$ cat src/rtl/stepper_step_sequencer.sv
// stepper_step_sequencer: runs an N-step move at a programmed step period and drives the coil pins.
// Latency: the new coil value appears one cycle after the step event. done appears together with the final step.
// Backpressure: cmd_ready is high only in IDLE. A request made while busy is not taken and must be held.
//
// Ports:
//   system1000, system1000_rstn : clock and synchronous active-low reset
//   ctrl_reg                    : bit0 enable (0 releases the coils / pauses a move), bit1 direction (1 = forward)
//   period, cmd_valid/cmd_steps : move command; period, steps and direction are sampled at accept
//   cmd_ready, busy, done       : handshake and status (all registered)
//   abort                       : ends a running or paused move
//   coil                        : {A, B, A', B'} drive
//   position                    : absolute step count, wraps modulo 2^COUNT_W
//
// Optional feature macro: STEPPER_HALF_STEP_EN. When defined, ctrl_reg[2] selects half-step mode
// (8-entry table). Full-step mode then walks the two-coil entries 1,3,5,7. The mode is latched at accept.
module stepper_step_sequencer #(
    parameter int PERIOD_W = 16,
    parameter int COUNT_W  = 16
) (
    input  logic                system1000,
    input  logic                system1000_rstn,
    input  logic [7:0]          ctrl_reg,
    input  logic [PERIOD_W-1:0] period,
    input  logic                cmd_valid,
    input  logic [COUNT_W-1:0]  cmd_steps,
    output logic                cmd_ready,
    input  logic                abort,
    output logic [3:0]          coil,
    output logic                busy,
    output logic                done,
    output logic [COUNT_W-1:0]  position
);

    localparam logic [1:0] S_IDLE  = 2'd0;
    localparam logic [1:0] S_RUN   = 2'd1;
    localparam logic [1:0] S_PAUSE = 2'd2;

`ifdef STEPPER_HALF_STEP_EN
    localparam int PH_W = 3;

    // In full-step mode the low phase bit is forced high, so only the two-coil entries are used.
    function automatic logic [3:0] f_coil(input logic [2:0] ph, input logic half);
        logic [2:0] idx;
        idx = half ? ph : (ph | 3'd1);
        case (idx)
            3'd0:    f_coil = 4'b1000;
            3'd1:    f_coil = 4'b1100;
            3'd2:    f_coil = 4'b0100;
            3'd3:    f_coil = 4'b0110;
            3'd4:    f_coil = 4'b0010;
            3'd5:    f_coil = 4'b0011;
            3'd6:    f_coil = 4'b0001;
            default: f_coil = 4'b1001;
        endcase
    endfunction

    logic       r_half;
    logic       w_half_nxt;
    logic [2:0] w_delta;
    logic       w_unused;
    assign w_unused   = ^ctrl_reg[7:3];
    assign w_delta    = r_half ? 3'd1 : 3'd2;
`else
    localparam int PH_W = 2;

    function automatic logic [3:0] f_coil(input logic [1:0] ph);
        case (ph)
            2'd0:    f_coil = 4'b1100;
            2'd1:    f_coil = 4'b0110;
            2'd2:    f_coil = 4'b0011;
            default: f_coil = 4'b1001;
        endcase
    endfunction

    logic [1:0] w_delta;
    logic       w_unused;
    assign w_unused = ^ctrl_reg[7:2];
    assign w_delta  = 2'd1;
`endif

    logic [1:0]          r_state;
    logic [PH_W-1:0]     r_phase;
    logic [COUNT_W-1:0]  r_pos;
    logic [COUNT_W-1:0]  r_rem;
    logic [PERIOD_W-1:0] r_timer;
    logic [PERIOD_W-1:0] r_per;
    logic                r_dir;
    logic [3:0]          r_coil;
    logic                r_busy;
    logic                r_done;
    logic                r_cmd_ready;

    logic [1:0]          w_state_nxt;
    logic [PH_W-1:0]     w_phase_nxt;
    logic [COUNT_W-1:0]  w_pos_nxt;
    logic [COUNT_W-1:0]  w_rem_nxt;
    logic [PERIOD_W-1:0] w_timer_nxt;
    logic                w_done_nxt;
    logic                w_accept;
    logic                w_en;
    logic                w_timer_end;
    logic [3:0]          w_coil_nxt;

    assign w_en        = ctrl_reg[0];
    // r_cmd_ready is only ever high in IDLE, so it also qualifies the state.
    assign w_accept    = cmd_valid && r_cmd_ready;
    assign w_timer_end = (r_timer == (r_per - PERIOD_W'(1)));

    always_comb begin
        w_state_nxt = r_state;
        w_phase_nxt = r_phase;
        w_pos_nxt   = r_pos;
        w_rem_nxt   = r_rem;
        w_timer_nxt = r_timer;
        w_done_nxt  = 1'b0;
        case (r_state)
            S_IDLE: begin
                if (w_accept) begin
                    if (cmd_steps == '0) begin
                        w_done_nxt = 1'b1;
                    end else begin
                        w_state_nxt = S_RUN;
                        w_timer_nxt = '0;
                        w_rem_nxt   = cmd_steps;
                    end
                end
            end
            S_RUN: begin
                if (!w_en) begin
                    // Timer freezes; no step is taken in the cycle the enable drops.
                    if (abort) begin
                        w_state_nxt = S_IDLE;
                        w_rem_nxt   = '0;
                        w_done_nxt  = 1'b1;
                    end else begin
                        w_state_nxt = S_PAUSE;
                    end
                end else if (w_timer_end) begin
                    w_phase_nxt = r_dir ? (r_phase + w_delta) : (r_phase - w_delta);
                    w_pos_nxt   = r_dir ? (r_pos + COUNT_W'(1)) : (r_pos - COUNT_W'(1));
                    w_rem_nxt   = r_rem - COUNT_W'(1);
                    w_timer_nxt = '0;
                    // A coincident abort still lets this step land; done fires once.
                    if (r_rem == COUNT_W'(1) || abort) begin
                        w_state_nxt = S_IDLE;
                        w_rem_nxt   = '0;
                        w_done_nxt  = 1'b1;
                    end
                end else if (abort) begin
                    w_state_nxt = S_IDLE;
                    w_rem_nxt   = '0;
                    w_done_nxt  = 1'b1;
                end else begin
                    w_timer_nxt = r_timer + PERIOD_W'(1);
                end
            end
            S_PAUSE: begin
                if (abort) begin
                    w_state_nxt = S_IDLE;
                    w_rem_nxt   = '0;
                    w_done_nxt  = 1'b1;
                end else if (w_en) begin
                    w_state_nxt = S_RUN;
                end
            end
            default: w_state_nxt = S_IDLE;
        endcase
    end

`ifdef STEPPER_HALF_STEP_EN
    assign w_half_nxt = w_accept ? ctrl_reg[2] : r_half;
    assign w_coil_nxt = w_en ? f_coil(w_phase_nxt, w_half_nxt) : 4'b0000;
`else
    assign w_coil_nxt = w_en ? f_coil(w_phase_nxt) : 4'b0000;
`endif

    always_ff @(posedge system1000) begin
        if (!system1000_rstn) begin
            r_state     <= S_IDLE;
            r_phase     <= '0;
            r_pos       <= '0;
            r_rem       <= '0;
            r_timer     <= '0;
            r_per       <= PERIOD_W'(1);
            r_dir       <= 1'b0;
            r_coil      <= 4'b0000;
            r_busy      <= 1'b0;
            r_done      <= 1'b0;
            r_cmd_ready <= 1'b0;
`ifdef STEPPER_HALF_STEP_EN
            r_half      <= 1'b0;
`endif
        end else begin
            r_state     <= w_state_nxt;
            r_phase     <= w_phase_nxt;
            r_pos       <= w_pos_nxt;
            r_rem       <= w_rem_nxt;
            r_timer     <= w_timer_nxt;
            r_coil      <= w_coil_nxt;
            r_busy      <= (w_state_nxt != S_IDLE);
            r_done      <= w_done_nxt;
            r_cmd_ready <= (w_state_nxt == S_IDLE);
`ifdef STEPPER_HALF_STEP_EN
            r_half      <= w_half_nxt;
`endif
            if (w_accept) begin
                // A zero period is treated as one cycle per step.
                r_per <= (period == '0) ? PERIOD_W'(1) : period;
                r_dir <= ctrl_reg[1];
            end
        end
    end

    assign cmd_ready = r_cmd_ready;
    assign coil      = r_coil;
    assign busy      = r_busy;
    assign done      = r_done;
    assign position  = r_pos;

endmodule
$ cat config.mk
export PLATFORM = sky130hd
export DESIGN_NAME = stepper_step_sequencer
export DESIGN_NICKNAME = d
export VERILOG_FILES = /design/src/rtl/stepper_step_sequencer.sv
export SDC_FILE = /design/constraint.sdc
export NUM_CORES = 1
export LEC_CHECK = 0
export ABC_AREA = 1
export CAP_MARGIN = 25
export CORE_MARGIN = 4
export CORE_UTILIZATION = 56
export CTS_BUF_LIST = sky130_fd_sc_hd__clkbuf_16
export DETAILED_ROUTE_END_ITERATION = 8
export DONT_BUFFER_PORTS = 1
export MAX_ROUTING_LAYER = met4
export PLACE_DENSITY = 0.76
export SLEW_MARGIN = 5
export SYNTH_ARGS = -nofsm -noshare
export SYNTH_HDL_FRONTEND = slang
export SYNTH_SLANG_ARGS = --single-unit
$ cat constraint.sdc
create_clock -name system1000 -period 4 [get_ports system1000]
set_input_delay 0.8 -clock system1000 [delete_from_list [all_inputs] [get_ports system1000]]
set_output_delay 0.8 -clock system1000 [all_outputs]
set_load 0.05 [all_outputs]
* Word-level counts from Yosys, hierarchy flattened
Cells that the tools add are included.
Word-level totals: flip-flop bits (word level) 76, output and inout port bits 23, word-level logic and storage cells 79
Cells by class: $add $sub $neg 7, equal/unequal tests 10, muxes and demuxes 37, reductions and logical operators 14
Operator list (count):
- $mux 16 | 13
- $pmux 16 s3 | 1
- $sub 16x1->16 const B | 3
- $add 16x1->16 const B | 2
- $logic_not 16->1 | 2
- $pmux 16 s2 | 1
- $mux 2 | 13
- $eq 16x1->1 const B | 1
- $eq 16x16->1 | 1
- $pmux 4 s3 | 1
- $logic_not 2->1 | 3
- $mux 1 | 6
- $ne 2x2->1 const B | 3
- $pmux 2 s3 | 1
- $reduce_and 3->1 | 2
- $reduce_and 5->1 | 1
- $eq 2x1->1 const B | 2
- $eq 2x2->1 const B | 2
- $reduce_bool 2->1 | 2
- $ne 3x3->1 const B | 1
- $pmux 1 s3 | 1
- $reduce_bool 3->1 | 1
- $add 2x1->2 const B | 1
- $reduce_and 2->1 | 1
- 3 further kinds | 3

* Logic depth before layout (Yosys ltp)
Gate-level depths: netlist of the first run.
depth after elaboration 7, depth in mapped cells 20, depth with buffers taken out 20

* Least setup slack after synthesis of the first run
OpenSTA, ideal clock, no wires.
path type register -> register, start reg r_per[0], end reg r_coil[3] (netlist: coil[3]), library setup time 114 ps, arrival 2510 ps, data required time 3886 ps, path slack 1376 ps, stages on the path, launching flop included 20, buffers on the path 0, clock period less this slack 2624 ps, path through dfxtp_1 inv_2 ha_1 nand2_4 nor2_8 nand2_1 nand2_1 nand2_1 nor2_1 nand3_1 nor2_4 nand3_4 nor2_4 inv_2 nor2_2 xnor2_1 inv_1 ha_1 inv_1 nor2_1
On the way: cells in the longest elaborated chain, start to end 7, elaborated cells between the ends (all ways) 9, classes of those cells add/sub: 1; eq/ne: 3; mux: 4; reduce/logical: 1
Ends and longest elaborated chain:
- from (decl) | line 86 | logic [PERIOD_W-1:0] r_per;
- from (signal assigned) | line 208 | r_per <= (period == '0) ? PERIOD_W'(1) : period;
- $sub 16x1->16 * | line 107 | assign w_timer_end = (r_timer == (r_per - PERIOD_W'(1)));
- $eq 16x16->1 * | line 107
- $mux 2 * | line 138 | end else if (w_timer_end) begin
- $mux 2 * | line 129 | if (!w_en) begin
- $mux 2 * | line 116 | case (r_state)
- via w_phase_nxt[1] | line 94 | logic [PH_W-1:0] w_phase_nxt;
- $eq 2x2->1, or another cell as far along | line 67 | case (ph)
- $pmux 4 s3 * | line 67
- to (signal assigned) | line 199 | r_coil <= w_coil_nxt;
- to (decl) | line 88 | logic [3:0] r_coil;
The timed path passes the listed nets; every way through them passes the cells marked *. A chain may end at the register's enable or synchronous reset.

* Worst setup path after layout of the first run
Same ends and word-level chain as after synthesis.

==> summary.txt, run 1 <==
STA
  • Fin crit period: 3.25 ns
  • Final setup vio count: 0
  • Period utilisation layout: between 80% and 90%
  • Final Hold Viols: 0
  • Final Max Slew Viols: 0
  • Setup Skew: a little under 0.008 ns
  • Worst Tran Pin Value: 0.678 ns
  • Setup TNS: 0 ns
  • RSZ-0062 raised after global routing: no
  • Fmax achieved: between 300 and 400 MHz
  • Worst rel slew slack: 54.8%

Worst setup path
  • Crit path required time: roughly 4.2 ns
  • Worst r2r path cells: 19
  • Levels on crit path: 19
  • Buf+Inv Stages, Crit Path: 5
  • CP delay by family, top: simple AND/OR/NAND/NOR gates
  • Reg2Reg Setup Slack: around 0.75 ns
  • CP peak stage delay: about 0.34 ns
  • CP Capture Type: register
  • Crit-path max FO: 11
  • CP endpoint: coil[3]
  • Most frequent CP cell: inv_1
  • R2r endpoint: coil[3]
  • Crit path kind: reg2reg
  • RR Startpoint: r_per[0]
  • CP Cell Sequence: inv_2 > ha_1 > nand2_4 > nor2_1 > nand3b_1 > nand2_1 > nand2_1 > inv_1 > nand3_1 > nor2_4 > nand3_4 > nor2_4 > inv_2 > nor2_2 > xnor2_1 > inv_1 > ha_1 > inv_1 > nor2_1
  • CP Launch Type: register
  • Critical Path AT: 3.49 ns
  • Worst Setup SP: r_per[0]
  • Worst path slowest cell: dfxtp_1

Clocking
  • Worst-case clock buffer depth: 2
  • H-tree Lvls: 3
  • Setup Buffers After CTS: 0
  • Clock net sink count: 76
  • Clock tree from TritonCTS: built
  • Reg clk slew, reported paths: approximately 0.060 ns
  • CTS root buffer: clkbuf_16
  • Post-CTS Resized: 0
  • # hold bufs at CTS: 0
  • Worst-skew pair later-pin latency: about 0.35 ns
  • CTS Buf Count: 9

Hold path
  • Worst Hold Class: reg2reg
  • Worst hold stages: 2

Floorplan
  • Die ar.: ~12000 sq um
  • Initial core utilization: around 58%
  • Row count: 37
  • Core area: 10400 sq um
  • IO Pins: 67
  • Die Wd: around 110 um
  • Die H: roughly 110 um

Finish
  • Most frequent cells in the layout: nand2_1 (314), inv_1 (114), nor2_1 (102), a21oi_1 (90), dfxtp_1 (76)
  • Area Growth Syn to Fin: 6.37%
  • Fin area: about 6400 sq um
  • Ant diodes: 0
  • Most common cell after layout, fill and taps aside: nand2_1
  • Final net count: between 1000 and 1500
  • FILL cells: roughly 1100
  • Layout cells sized above 1: under 10%

Logic synthesis
  • Cell variety after synth: 38
  • Mapped Cells: around 1000
  • Async SR Flop Fraction: 0%
  • Dominant cells by area after synthesis: dfxtp_1 (25%), nand2_1 (20%), a21oi_1 (7.5%)
  • Syn. warnings: 0
  • Main synth FF type: dfxtp_1
  • Synthesized Nets: 1083
  • Synthesized area: about 6000 sq um
  • Register area share after synthesis: between 20% and 30%
  • Post-synth EDFFs: 0
  • Synth area leader: dfxtp_1
  • Synth top area share: 25.2%
  • Syn_area_per_cell: just under 6 sq um
  • Number of synthesized register bits: 76

Power
  • Cell Pwr Density: ~400 nW/um^2
  • Maximum VDD drop: 0.403 mV
  • Leakage: 3.08 nW

Global route
  • Overall Global Routing Usage: between 20% and 30%
  • Grt total ovfl: 0
  • First-pass GRT wire length: between 20000 and 30000 um
  • Antenna violations before repair: 0
  • Vias in the first global route: around 5500
  • Largest net degree at the start of global routing: 36

Drt
  • WL/cell: between 10 and 15 um
  • Vias per Instance: between 5 and 6
  • Detailed Routing Iterations Pass 1: 5
  • Post-Route WL: 15800 um
  • Post-DRT Antenna Nets: 0
  • Via count: between 6000 and 7000
  • Initial DRC Count: 418
  • Post-route DRC: 0

Placed design
  • Routability Congestion: 0.994
  • IO Port Bufs: 0
  • HPWL after DPL: 11800 um
  • DP Area: between 6000 and 7000 sq um

Outcome
  • Status: complete, no violations

Flow run
  • MaxCap Viol Count: 0
==> layout make-up <==
class	instances	area (sq um)	share of cell area, %
well taps	136	170	2.65
inverters	121	454	7.08
clock inverters	6	57.6	0.897
repair buffers	7	52.6	0.819
multi-input cells	783	3940	61.3
flip-flops and latches	76	1520	23.7
clock buffers	9	225	3.51
==> cells in the mapped netlist, types with 2 or more instances <==
cell type	count
a211oi_1	8
a21oi_1	90
buf_1	2
buf_2	4
clkbuf_1	25
clkinv_1	2
dfxtp_1	76
ha_1	27
inv_1	113
inv_2	6
nand2_1	314
nand2_2	4
nand2_4	2
nand3_1	71
nand3b_1	5
nand4_1	23
nor2_1	102
nor2_2	7
nor2_4	3
nor2_8	2
nor3_1	17
nor3b_1	3
nor4_1	9
o21ai_0	46
or2_1	2
or2_2	3
xnor2_1	9
xor2_1	26
==> where the power goes <==
part           internal, mW  switching, mW  total (mW)
combinational         0.301          0.618       0.919
sequential            0.811         0.0972       0.908
clock                 0.474          0.328       0.802
==> through the flow <==
| stage | hold slack (ns) | power (mW) | util [%] | cells | setup WS, ns |
|---|---|---|---|---|---|
| final | 0.495 | 2.63 | 61.6 | 1138 | 0.749 |
| after global routing | 0.509 | 2.81 | 61.6 | 1138 | 0.332 |
| after CTS | 0.491 | 2.63 | 61.6 | 1138 | 0.757 |
| after detailed placement | 0.482 | 1.82 | 58.9 | 1123 | 0.769 |
| after global placement | 0.481 | 1.82 | 58.9 | 1123 | 0.820 |
| after floorplan | 0.458 | 1.63 | - | 1011 | 1.38 |
==> flip-flops by register name, summed over array words and instances (netlist names) <==
register / flops
r_state: 2
busy: 1
r_timer: 16
done: 1
cmd_ready: 1
r_dir: 1
r_phase: 2
position: 16
r_rem: 16
r_per: 16
coil: 4
==> worst min-delay path, delay by kind of cell, from the launching register on <==
kind            cells  cell delay [ns]
flops               1             0.32
simple gates        1             0.07
compound gates      1             0.06
==> worst min path at each step <==
stage              start        end  slack [ns]
4_1_cts        r_per[15]  r_per[15]        0.49
5_1_grt         r_rem[1]   r_rem[1]        0.51
6_report       r_per[15]  r_per[15]        0.50
2_1_floorplan  r_per[15]  r_per[15]        0.46
3_5_place_dp   r_per[15]  r_per[15]        0.48
3_3_place_gp   r_per[15]  r_per[15]        0.48
==> routing by layer <==
metal | wire length (um) | part of all wire, % | vias to the layer above | GRT usage (%)
li1 | - | - | 3232 | -
met2 | 7490 | 47 | 128 | 42.7
met3 | 789 | 5.0 | 28 | 3.97
met1 | 7130 | 45 | 2803 | 31.9
met4 | 382 | 2.4 | 0 | 9.81
met5 | 0 | 0 | - | -
==> cell families (layout without fill, tap and decap cells) <==
| family | count (synthesis) | in the layout | synth area share [%] |
|---|---|---|---|
| DFF | 76 | 76 | 25.2 |
| and+or+nand+nor | 570 | 570 | 41.2 |
| xor gates and xnor gates | 35 | 35 | 5.08 |
| adders and majority gates | 28 | 28 | 5.93 |
| buffers and inverters | 152 | 143 | 9.54 |
| AOI/OAI and AO/OA | 150 | 150 | 13.0 |
No activity file was read; power rests on OpenSTA's default activity.
==> run 2: changes to the inputs <==
--- a/config.mk
+++ b/config.mk
@@ -13,7 +13,7 @@
 export DETAILED_ROUTE_END_ITERATION = 8
 export DONT_BUFFER_PORTS = 1
 export MAX_ROUTING_LAYER = met4
-export PLACE_DENSITY = 0.76
+export PLACE_DENSITY = 0.79
 export SLEW_MARGIN = 5
 export SYNTH_ARGS = -nofsm -noshare
 export SYNTH_HDL_FRONTEND = slang
==> constraint.sdc (replaced) <==
create_clock -name system1000 -period 2.8 [get_ports system1000]
set_input_delay 0.56 -clock system1000 [delete_from_list [all_inputs] [get_ports system1000]]
set_output_delay 0.56 -clock system1000 [all_outputs]
set_load 0.05 [all_outputs]
==> summary.txt, run 2 (same netlist as run 1, synthesis figures left out) <==
Outcome
  • Status: complete, no violations

Hold path
  • Hold path start: system1000_rstn
  • Worst hold stages: 1 (-1)
  • Worst Hold Class: in2reg
  • Hold Path Sink: r_per[0]

Global route
  • Overall Global Routing Usage: 26.3% (+0.43 points)
  • Routing usage on met2: 42.4% (-0.36 points)
  • First-pass GRT wire length: 26600 um (+2.4%)
  • Routing usage on met3: 4.18% (+0.22 points)
  • Antenna violations before repair: 0 (unchanged)
  • Vias in the first global route: 5802 (+6.3%)
  • Grt total ovfl: 0 (unchanged)
  • Most Crowded Layer GR: met2
  • Grt met1 use: 32.5% (+0.61 points)
  • Largest net degree at the start of global routing: 36 (unchanged)

STA
  • Setup Skew: 0.00866 ns (+0.000946 ns)
  • Final Hold Viols: 0 (unchanged)
  • Final Max Slew Viols: 0 (unchanged)
  • Fin crit period: 2.55 ns (-0.702 ns)
  • Final setup vio count: 0 (unchanged)
  • Worst Tran Pin Value: 0.650 ns (-0.0281 ns)
  • Period utilisation layout: 91.0% (+9.8 points)
  • Worst rel slew slack: 56.7% (+1.9 points)
  • Fmax achieved: 392 MHz (+28%)

Worst setup path
  • Crit path required time: 3.05 ns (-1.19 ns)
  • Worst path slowest cell: dfxtp_1
  • Reg2Reg Setup Slack: 0.25 ns (-0.50 ns)
  • Buf+Inv Stages, Crit Path: 4 (-1)
  • CP Cell Sequence: inv_2 > ha_4 > nand2_4 > o21ai_0 > nand2_2 > nand2_1 > nor2_1 > nand3_1 > nor2_4 > nand3_4 > nor2_4 > inv_2 > or2_1 > nand2_2 > inv_2 > ha_1 > inv_1 > nor2_1
  • Most frequent CP cell: inv_2
  • Worst r2r path cells: 18 (-1)
  • Crit-path max FO: 6 (-5)
  • Critical Path AT: 2.80 ns (-0.69 ns)
  • CP peak stage delay: 0.39 ns (+0.05 ns)
  • R2r endpoint: coil[3]
  • RR Startpoint: r_per[0]
  • CP Launch Type: register
  • Crit path kind: reg2reg
  • CP Capture Type: register
  • CP delay by family, top: simple AND/OR/NAND/NOR gates

Finish
  • Most common cell after layout, fill and taps aside: nand2_1
  • Sequential cell area: 1520 sq um (about the same)
  • Multi-input gate area: 3990 sq um (+1.3%)
  • Most frequent cells in the layout: nand2_1 (313), inv_1 (112), nor2_1 (97), a21oi_1 (90), dfxtp_1 (75)
  • Ant diodes: 0 (unchanged)
  • Fin area: 6690 sq um (+4.3%)
  • Area Growth Syn to Fin: 10.9%
  • Layout cells sized above 1: 8.63% (+3.9 points)
  • FILL cells: 1020 (-3.9%)
  • Final net count: 1098 (+2.6%)
  • Final std cells w/o fill: 1167 (+2.5%)

Clocking
  • Worst-case clock buffer depth: 2 (unchanged)
  • H-tree Lvls: 3 (unchanged)
  • Worst-skew pair later-pin latency: 0.35 ns (about the same)
  • Reg clk slew, reported paths: 0.07 ns (about the same)
  • CTS Buf Count: 9 (unchanged)
  • Clock net sink count: 76 (unchanged)
  • Clock tree from TritonCTS: built
  • CTS root buffer: clkbuf_16
  • # hold bufs at CTS: 0 (unchanged)

Drt
  • Post-DRT Antenna Nets: 0 (unchanged)
  • Post-route DRC: 0 (unchanged)
  • Initial DRC Count: 464 (+11%)
  • Post-Route WL: 16000 um (+1.5%)
  • WL/cell: 13.7 um (-0.98%)
  • Via count: 6329 (+2.2%)
  • Vias per Instance: 5.42 (-0.31%)
  • Detailed Routing Iterations Pass 1: 4 (-1)

Power
  • Leakage: 3.23 nW (+5.2%)
  • Cell Pwr Density: 569 nW/um^2 (+39%)
  • Maximum VDD drop: 0.433 mV (+7.2%)

Floorplan
  • Die ar.: 12500 sq um (unchanged)
  • Core area: 10400 sq um (unchanged)
  • Die Wd: 112 um (unchanged)
  • Initial core utilization: 57.9% (unchanged)
  • Die H: 112 um (unchanged)
  • IO Pins: 67 (unchanged)
  • Row count: 37 (unchanged)

Flow run
  • MaxCap Viol Count: 0 (unchanged)

Placed design
  • HPWL after DPL: 12100 um (+2.7%)
  • Routability Congestion: 1.04 (+4.3%)
  • IO Port Bufs: 0 (unchanged)
  • DP Area: 6350 sq um (+3.5%)
  • Placed cells: 1150 (+2.4%)
-- run 2: changes by cell type in the layout (fill, tap and decap cells not counted), sizes merged --
cell    change
buf        +28
inv         +2
bufinv      -1
-- run 2: worst reg2reg max path: stages, from the launching register on --
cell and delay (ns):
dfxtp_1 0.39, inv_2 0.07, ha_4 0.18, nand2_4 0.13, o21ai_0 0.14, nand2_2 0.09, nand2_1 0.05, nor2_1 0.10
nand3_1 0.12, nor2_4 0.18, nand3_4 0.09, nor2_4 0.10, inv_2 0.06, or2_1 0.21, nand2_2 0.09, inv_2 0.06
ha_1 0.30, inv_1 0.06, nor2_1 0.03
-- run 2: metal layers --
| layer | up-vias | part of all wire, % | wire length (um) |
|---|---|---|---|
| met4 | 0 | 3.2 | 511 |
| met2 | 164 | 47 | 7600 |
| met3 | 38 | 5.1 | 815 |
| li1 | 3299 | - | - |
| met1 | 2828 | 44 | 7110 |
| met5 | - | 0 | 0 |
-- run 2: cell type report --
cell class                 instances  area share, %
timing repair buffer              35           4.11
tap                              136           2.54
multi-input combinational        783           59.6
inverter                         121           6.79
sequential                        76           22.8
clock inverter                     7          0.879
clock buffer                       9           3.37
-- run 2: how the worst max path moves through the flow --
| stage | from | endpoint | cells after the start |
|---|---|---|---|
| after detailed placement | r_per[1] | coil[3] | 19 |
| after floorplan | r_per[0] | coil[3] | 19 |
| after CTS | r_per[1] | coil[3] | 19 |
| after global routing | r_per[0] | coil[3] | 18 |
| final | r_per[0] | coil[3] | 18 |
| after global placement | r_per[1] | coil[3] | 19 |
-- run 2: timing repair --
item,CTS,global route
setup buffers,0,1
setup endpoints to repair,0,38
gates resized for setup,0,14
-- run 2: power breakdown --
part | switching (mW) | total [mW] | internal, mW
Combinational | 0.909 | 1.39 | 0.478
Sequential | 0.121 | 1.28 | 1.16
Clock | 0.527 | 1.14 | 0.614
-- run 2: per-stage QoR --
step	hold slack (ns)	total power, mW	TNS, ns	utilization (%)	setup slack, ns
after global placement	0.470	2.63	0	61.0	0.110
after floorplan	0.458	2.33	0	-	0.176
after CTS	0.264	3.78	0	63.7	0.0315
after detailed placement	0.484	2.65	0	61.0	0.0584
final	0.274	3.81	0	64.3	0.251
after global routing	0.262	4.06	-0.0349	64.3	-0.0291
==> run 3: changes to the inputs <==
--- a/config.mk
+++ b/config.mk
@@ -14,6 +14,7 @@
 export DONT_BUFFER_PORTS = 1
 export MAX_ROUTING_LAYER = met4
 export PLACE_DENSITY = 0.79
+export RECOVER_POWER = 100
 export SLEW_MARGIN = 5
 export SYNTH_ARGS = -nofsm -noshare
 export SYNTH_HDL_FRONTEND = slang
==> summary.txt, run 3 (same netlist as run 1, synthesis figures left out) <==
Drt
  • Via count: 6289 (-0.63%)
  • Post-Route WL: 16000 um (-0.29%)
  • Detailed Routing Iterations Pass 1: 5 (+1)
  • WL/cell: 13.7 um (-0.29%)
  • Post-DRT Antenna Nets: 0 (unchanged)
  • Post-route DRC: 0 (unchanged)
  • Initial DRC Count: 366 (-21%)
  • Vias per Instance: 5.39 (-0.63%)

Worst setup path
  • R2r endpoint: coil[3]
  • CP endpoint: coil[3]
  • CP Capture Type: register
  • Worst r2r path cells: 18 (unchanged)
  • RR Startpoint: r_per[5]
  • Crit path kind: reg2reg
  • CP Launch Type: register
  • Worst Setup SP: r_per[5]
  • Reg2Reg Setup Slack: 0.26 ns (about the same)
  • Critical Path AT: 2.79 ns (about the same)
  • Crit path required time: 3.05 ns (about the same)
  • Crit-path max FO: 7 (+1)

Floorplan
  • Initial core utilization: 57.9% (unchanged)
  • IO Pins: 67 (unchanged)
  • Die H: 112 um (unchanged)
  • Core area: 10400 sq um (unchanged)
  • Die ar.: 12500 sq um (unchanged)
  • Row count: 37 (unchanged)
  • Die Wd: 112 um (unchanged)

Finish
  • Area Growth Syn to Fin: 9.93%
  • Ant diodes: 0 (unchanged)
  • Multi-input gate area: 3990 sq um (unchanged)
  • Most frequent cells in the layout: nand2_1 (313), inv_1 (112), nor2_1 (97), a21oi_1 (90), dfxtp_1 (75)
  • Fin area: 6630 sq um (-0.90%)
  • Final net count: 1098 (unchanged)
  • FILL cells: 1043 (+2.3%)
  • Sequential cell area: 1520 sq um (unchanged)
  • Layout cells sized above 1: 7.08% (-1.6 points)
  • Final std cells w/o fill: 1167 (unchanged)
  • Most common cell after layout, fill and taps aside: nand2_1

STA
  • Fin crit period: 2.54 ns (-0.00842 ns)
  • Worst rel slew slack: 52.3% (-4.3 points)
  • Period utilisation layout: 90.7% (-0.30 points)
  • Final Max Slew Viols: 0 (unchanged)
  • Worst Tran Pin Value: 0.715 ns (+0.0647 ns)
  • Setup Skew: 0.00795 ns (-0.000707 ns)
  • Final setup vio count: 0 (unchanged)
  • Final Hold Viols: 0 (unchanged)
  • Fmax achieved: 394 MHz (+0.33%)

Clocking
  • # hold bufs at CTS: 0 (unchanged)
  • CTS root buffer: clkbuf_16
  • Worst-skew pair later-pin latency: 0.35 ns (about the same)
  • Reg clk slew, reported paths: 0.07 ns (about the same)
  • CTS Buf Count: 9 (unchanged)
  • Clock tree from TritonCTS: built
  • Clock net sink count: 76 (unchanged)
  • H-tree Lvls: 3 (unchanged)
  • Worst-case clock buffer depth: 2 (unchanged)

Placed design
  • IO Port Bufs: 0 (unchanged)
  • DP Area: 6350 sq um (unchanged)
  • HPWL after DPL: 12100 um (unchanged)
  • Routability Congestion: 1.04 (unchanged)
  • Placed cells: 1150 (unchanged)

Power
  • Maximum VDD drop: 0.429 mV (-0.85%)
  • Internal cell power: 2.24 mW (-0.44%)
  • Combinational share of power: 36.3% (about the same)
  • Switching Share: 40.8% (about the same)
  • Pwr Total: 3.79 mW (-0.50%)
  • Leakage: 3.17 nW (-2.1%)
  • Cell Pwr Density: 571 nW/um^2 (+0.40%)
  • Sw power: 1.55 mW (-0.60%)
  • Sequential share of power: 33.7% (about the same)
  • Clock group share of total power: 30.0% (about the same)

Hold path
  • Worst hold stages: 1 (unchanged)
  • Worst Hold Class: in2reg

Global route
  • Grt total ovfl: 0 (unchanged)
  • First-pass GRT wire length: 26600 um (unchanged)
  • Vias in the first global route: 5802 (unchanged)
  • Antenna violations before repair: 0 (unchanged)
  • Largest net degree at the start of global routing: 36 (unchanged)
  • Overall Global Routing Usage: 26.3% (unchanged)

Outcome
  • Status: complete, no violations

Flow run
  • MaxCap Viol Count: 0 (unchanged)
## run 3: cell count changes in the layout (fill, tap and decap cells not counted)
cell and delta:
clkbuf_1 +16, buf_4 -16
## run 3: routing by layer
layer	GRT usage, %	vias up	wire, um
met5	-	-	0
met4	11.7	0	490
met3	4.18	37	820
met2	42.4	166	7600
met1	32.5	2784	7080
li1	-	3302	-
## run 3: worst min path at each step
stage | startpoint | end
2_1_floorplan | r_per[15] | r_per[15]
3_3_place_gp | r_per[15] | r_per[15]
3_5_place_dp | r_per[15] | r_per[15]
4_1_cts | system1000_rstn | r_per[0]
5_1_grt | system1000_rstn | r_per[0]
6_report | system1000_rstn | r_per[0]
## run 3: per-stage QoR
stage | hold slack (ns) | setup TNS, ns | util (%) | worst slack, ns
final | 0.275 | 0 | 63.7 | 0.259
after global routing | 0.262 | -0.0555 | 63.7 | -0.0253
after CTS | 0.264 | 0 | 63.7 | 0.0315
after detailed placement | 0.484 | 0 | 61.0 | 0.0584
after global placement | 0.470 | 0 | 61.0 | 0.110
after floorplan | 0.458 | 0 | - | 0.176
## run 3: power groups by stage
stage	combinational, mW	clock, mW	sequential [mW]
after floorplan	1.04	0	1.29
after global placement	1.34	0	1.29
after detailed placement	1.35	0	1.29
after CTS	1.36	1.15	1.27
after global routing	1.56	1.21	1.29
final	1.37	1.14	1.28
## run 3: timing repair
action / 4_1_cts / 5_1_grt
setup endpoints to repair: 0 / 38
gates resized for setup: 0 / 14
setup buffers: 0 / 1
## run 3: critical path, cell delays in order, from the launching register on
cell and delay, ns:
dfxtp_1 0.38, nor2_2 0.17, nand2_2 0.12, nor2_8 0.15
nand2_2 0.05, nand2_1 0.08, nand2_1 0.07, nor2_1 0.11
nand3_1 0.13, nor2_4 0.15, nand3_4 0.09, nor2_4 0.09
inv_2 0.06, or2_1 0.21, nand2_2 0.09, inv_2 0.06
ha_1 0.30, inv_1 0.06, nor2_1 0.03
## run 3: layout make-up
cell class              count  share of cell area, %
well taps                 136                   2.57
clock inverters             7                  0.887
clock buffers               9                   3.40
repair buffers             35                   3.24
multi-input cells         783                   60.1
inverters                 121                   6.85
flip-flops and latches     76                   23.0
